`src/rtl/matrix_result_buffer.sv`:
```
// Result stage for the matrix multiplier. It narrows each wide element by truncation or saturation
// and queues the results in a first-word-fall-through FIFO with a registered head.
module matrix_result_buffer #(
  parameter int IN_W   = 32,
  parameter int OUT_W  = 8,
  parameter int DEPTH  = 16,
  parameter int SIGNED = 0
) (
  input  logic                       clk,
  input  logic                       reset,
  input  logic                       clear,
  input  logic                       sat_mode,
  input  logic                       in_valid,
  output logic                       in_ready,
  input  logic [IN_W-1:0]            in_data,
  output logic                       out_valid,
  input  logic                       out_ready,
  output logic [OUT_W-1:0]           out_data,
  output logic [$clog2(DEPTH):0]     count,
  output logic                       clipped
);

  localparam int PW = $clog2(DEPTH);
  localparam int CW = PW + 1;
  localparam logic [CW-1:0] FULL = CW'(DEPTH);

  logic [OUT_W-1:0] mem [DEPTH];
  logic [PW-1:0]    wptr;
  logic [PW-1:0]    rptr;
  logic [PW-1:0]    rptr_next;
  logic [CW-1:0]    count_q;
  logic [CW-1:0]    remaining;
  logic [OUT_W-1:0] head_q;
  logic             clipped_q;
  logic [OUT_W-1:0] conv;
  logic             lossy;
  logic             push;
  logic             pop;

  logic [IN_W-OUT_W-1:0] upper;
  logic [IN_W-OUT_W:0]   sign_ext;

  assign in_ready  = (count_q != FULL);
  assign out_valid = (count_q != '0);
  assign out_data  = head_q;
  assign count     = count_q;
  assign clipped   = clipped_q;

  assign push      = in_valid && in_ready;
  assign pop       = out_valid && out_ready;
  assign rptr_next = rptr + PW'(1);
  assign remaining = count_q - CW'(pop);

  assign upper    = in_data[IN_W-1:OUT_W];
  assign sign_ext = in_data[IN_W-1:OUT_W-1];

  // Narrowing is done at write time, so a later sat_mode change never touches stored entries.
  always_comb begin
    conv  = in_data[OUT_W-1:0];
    lossy = 1'b0;
    if (SIGNED != 0) begin
      lossy = !((&sign_ext) || !(|sign_ext));
      if (sat_mode && lossy) begin
        conv = {in_data[IN_W-1], {(OUT_W-1){~in_data[IN_W-1]}}};
      end
    end else begin
      lossy = |upper;
      if (sat_mode && lossy) begin
        conv = '1;
      end
    end
  end

  always_ff @(posedge clk) begin
    if (push && !clear && !reset) begin
      mem[wptr] <= conv;
    end
  end

  // The head register is reloaded whenever the current head leaves or the FIFO is empty.
  // It takes the next stored entry, or the incoming element when nothing else remains,
  // which gives first-word-fall-through with no read bubble.
  always_ff @(posedge clk) begin
    if (reset) begin
      wptr      <= '0;
      rptr      <= '0;
      count_q   <= '0;
      clipped_q <= 1'b0;
      head_q    <= '0;
    end else if (clear) begin
      wptr      <= '0;
      rptr      <= '0;
      count_q   <= '0;
      clipped_q <= 1'b0;
    end else begin
      if (push) begin
        wptr <= wptr + PW'(1);
      end
      if (pop) begin
        rptr <= rptr_next;
      end
      case ({push, pop})
        2'b10:   count_q <= count_q + CW'(1);
        2'b01:   count_q <= count_q - CW'(1);
        default: count_q <= count_q;
      endcase
      if (push && lossy) begin
        clipped_q <= 1'b1;
      end
      if (pop || (count_q == '0)) begin
        if (remaining != '0) begin
          head_q <= mem[pop ? rptr_next : rptr];
        end else if (push) begin
          head_q <= conv;
        end
      end
    end
  end

endmodule

```
`config.mk`:
```
export PLATFORM = sky130hd
export DESIGN_NAME = matrix_result_buffer
export DESIGN_NICKNAME = d
export VERILOG_FILES = /design/src/rtl/matrix_result_buffer.sv
export SDC_FILE = /design/constraint.sdc
export NUM_CORES = 1
export LEC_CHECK = 0
export CORE_UTILIZATION = 59
export DETAILED_ROUTE_END_ITERATION = 8
export PLACE_DENSITY = 0.8
export SLEW_MARGIN = 30
export SYNTH_ARGS = -nofsm -noshare
export SYNTH_HDL_FRONTEND = slang
export SYNTH_SLANG_ARGS = --single-unit
```
`constraint.sdc`:
```
create_clock -name clk -period 3.5 [get_ports clk]
set_input_delay 0.525 -clock clk [delete_from_list [all_inputs] [get_ports clk]]
set_output_delay 0.525 -clock clk [all_outputs]
set_load 0.02 [all_outputs]
```
==> metrics.md <==
| Metric | Value |
|---|---|
| Area of the multi-input gates | 3000 um^2 |
| Register area share after synthesis | 0.569 |
| CP Cell Sequence | or4_4 -> o21ai_4 -> inv_2 -> ha_1 -> xnor2_1 -> nand4_1 -> o2bb2ai_1 -> nor2_2 -> o21ai_0 -> o31ai_1 |
| Antenna cells | 0 |
| Initial antenna violation count | 0 |
| Worst hold start | clipped |
| Gate power share | 0.091 |
| Slowest CP cell | or4_4 |
| Vias | 5164 |
| Setup TNS | 0 ns |
| Worst hold path class | reg -> reg |
| Layout cells sized above 1 | 0.224 |
| R2R Path Start | count[2] |
| Clock buffer depth | 2 |
| Flop pwr share | 0.479 |
| CP Buf/Inv Count | 1 |
| Final wirelength | 18.5 mm |
| Sw Share | 0.220 |
| Syn nets | roughly 560 |
| TritonCTS Buffers | 17 |
| Clk pwr share | 0.430 |
| Floorplan core area | between 10000 and 15000 um^2 |
| DRC Markers | 0 |
| Root Buffer | clkbuf_16 |
| Final std cells w/o fill | 757 |
| Post-synth EDFFs | 128 |
| Number of global-route vias before repair | about 5300 |
| Die area | 13200 um^2 |
| Netlist Area Pre-Place | 7520 um^2 |
| Rel. slew slack | 0.399 |
| Register Area | 4290 um^2 |
| Avg Inst Size Synth | 14.6 um^2 |
| Cell family with most CP delay | simple AND/OR/NAND/NOR gates |
| Tcrit/Tclk final | 0.818 |
| Starting Density | 0.616 |
| Largest net degree at the start of global routing | 48 |
| Final setup fails | 0 |
| # port buffers | 53 |
| Measured slew at the worst slew-check pin | around 0.9 ns |
| Gate count after technology mapping | 515 |
| Fin crit period | ~2.9 ns |
| WHS | 0.452 ns |
| Critical Path RT | 3.82 ns |
| Final Hold Vio Count | 0 |
| Post-synthesis cell type count | 54 |
| Slew Viols, Final | 0 |
| Worst Hold End | clipped |
| Die width | between 100 and 150 um |
| Sink Count | 150 |
| Total GRT Usage | 0.305 |
| Share of the synthesized area in the top cell type | 0.511 |
| Pint | ~3.2 mW |
| Die Ht | 115 um |
| Synth area leader | edfxtp_1 |
| Reg2Reg Setup Slack | 0.64 ns |
| HPWL Detailed | between 10 and 15 mm |
| Critical Path Sink Type | register |
| Post-CTS resize count | 0 |
| Top post-synthesis cells by area | edfxtp_1, mux4_2, dfxtp_1, nor2_1, ha_1 |
| # hold bufs at CTS | 0 |
| P_leak | approximately 2.8 nW |
| CTS tree | built |
| Placed cells | 725 |
| Gpl congestion | a little over 0.9 |
| Worst vdd ir | 0.000434 V |
| Worst hold path depth | 2 |
| Per-cell routed wire length | 24.5 um |
| Ys Warns | 0 |
| Max-cap violation count | 0 |
| Critical path class | reg -> reg |
| FF-to-FF End | out_data[6] |
| Data arrival time of the worst path | 3.18 ns |
| Outcome | finished clean |
| Achievable Freq | 349 MHz |
| CP startpoint kind | register |
| Clock Latency Late Sink | 0.42 ns |
| NumNets Final | 625 |
| Cell Pwr Density | 467 nW/um^2 |
| Worst Path Max Fanout | 8 |
| Worst R2R Path Depth | 10 |
| Seq cells post-synth | 150 |
| Psw | 0.907 mW |
| Router iterations before antenna repair | 5 |
| Global-route wire length before repair | 28.8 mm |
| Remaining Overflow, GRT | 0 |
| Initial DRC count | ~420 |
| Row Count | 40 |
| Htree depth | 4 |
| Routed Antenna Nets | 0 |
| Clk slew on worst S/H paths | 0.06 ns |
| Setup Fix Bufs, Post-CTS | 0 |
| # IOs | 54 |
| Vias per cell | 6.82 |
| RSZ-0062 raised after global routing | false |
| Max incr delay on CP | 0.59 ns |
| PnR Total Power | 4.12 mW |
| Fillers | between 700 and 800 |
| Fin Clk Skew | 0.00850 ns |
| Synth Flop Type | edfxtp_1 |
| Asr flop ratio synth | 0 |
| Area Growth Syn to Fin | 17.4% |
## how the worst max path moves through the flow
stage          startpoint           to  cells after the start
6_report         count[2]  out_data[6]                     10
4_1_cts          count[2]  out_data[6]                     10
2_1_floorplan    count[2]     count[4]                     12
3_5_place_dp    out_ready     count[4]                     12
5_1_grt          count[2]  out_data[2]                     10
3_3_place_gp    out_ready     count[4]                     12
## tightest hold or removal path: stages (launching register included)
cell and delay [ns]:
dfxtp_1 0.31, inv_1 0.05, a21oi_1 0.05
## cells in the final DEF (no fill, tap or decap), types with 4 or more instances in the layout
cell             synthesis  final
o31ai_1                  9      9
clkdlybuf4s50_1          0     53
o22a_1                   8      8
inv_1                   10     10
xnor2_1                  6      6
dfxtp_1                 22     20
xor2_1                   5      5
nand2_1                 23     23
a21oi_1                 13     13
o221ai_1                 7      7
o22ai_1                  7      7
clkbuf_8                 0      6
nor3_1                  17     17
nor4_1                   6      6
mux2_2                   4      4
nor2_1                  70     70
a211oi_1                 8      8
nand2b_1                10     10
mux4_2                  62     62
ha_1                    10     10
buf_4                    8     23
a2bb2oi_1               14     14
edfxtp_1               128    128
clkbuf_16                0     17
o21ai_0                  6      6
## synthesized netlist by cell type (9+ instances only)
master     count
nand2_1       23
inv_1         10
edfxtp_1     128
mux4_2        62
o31ai_1        9
ha_1          10
a21oi_1       13
nand2b_1      10
dfxtp_1       22
nor3_1        17
nor2_1        70
clkbuf_1      10
a2bb2oi_1     14
buf_2         11
## power groups by stage
stage          Sequential [mW]  Combinational [mW]  Clock [mW]
6_report                  1.98               0.374        1.77
5_1_grt                   1.98               0.398        1.85
4_1_cts                   1.98               0.371        1.78
3_5_place_dp              2.01               0.366           0
3_3_place_gp              2.01               0.357           0
2_1_floorplan             2.03               0.207           0
## flip-flops by register name, summed over array words and instances, names as in the netlist
register  cells
clipped       1
count         5
mem         128
out_data      8
rptr          4
wptr          4
## stage by stage
| stage | area [um^2] | utilization | worst slack (ns) |
|---|---|---|---|
| finish | 8830 | 0.723 | 0.635 |
| global route | 8830 | 0.723 | 0.499 |
| CTS | 8830 | 0.723 | 0.682 |
| detailed placement | 8250 | 0.676 | 0.610 |
| global placement | 8250 | 0.676 | 0.689 |
| floorplan | 7520 | - | 0.657 |
## routing by layer
metal,global-route usage,vias to the layer above,wire [um],share of wire
met1,0.380,2640,6790,0.37
met3,0.0691,43,1770,0.095
met5,0,-,0,0
met4,0.127,0,508,0.027
met2,0.518,309,9490,0.51
li1,-,2172,-,-
## layout make-up
type / instances / area share
Clock inverter: 6 / 0.00751
Multi-Input combinational cell: 319 / 0.340
Inverter: 12 / 0.00510
Clock buffer: 26 / 0.0588
Tap cell: 168 / 0.0238
Timing Repair Buffer: 76 / 0.0796
Sequential cell: 150 / 0.485
## logic make-up (layout without fill, tap and decap cells)
kind of cell / after synthesis / after routing / share of synthesized area
AOI/OAI and AO/OA: 85 / 85 / 0.0840
xor gates and xnor gates: 12 / 12 / 0.0150
adders and majority gates: 11 / 11 / 0.0193
buffers and inverters: 46 / 120 / 0.0318
DFF: 150 / 150 / 0.569
muxes: 66 / 66 / 0.192
and+or+nand+nor: 145 / 145 / 0.0891
Note: power is estimated with default switching activity, not from simulation.
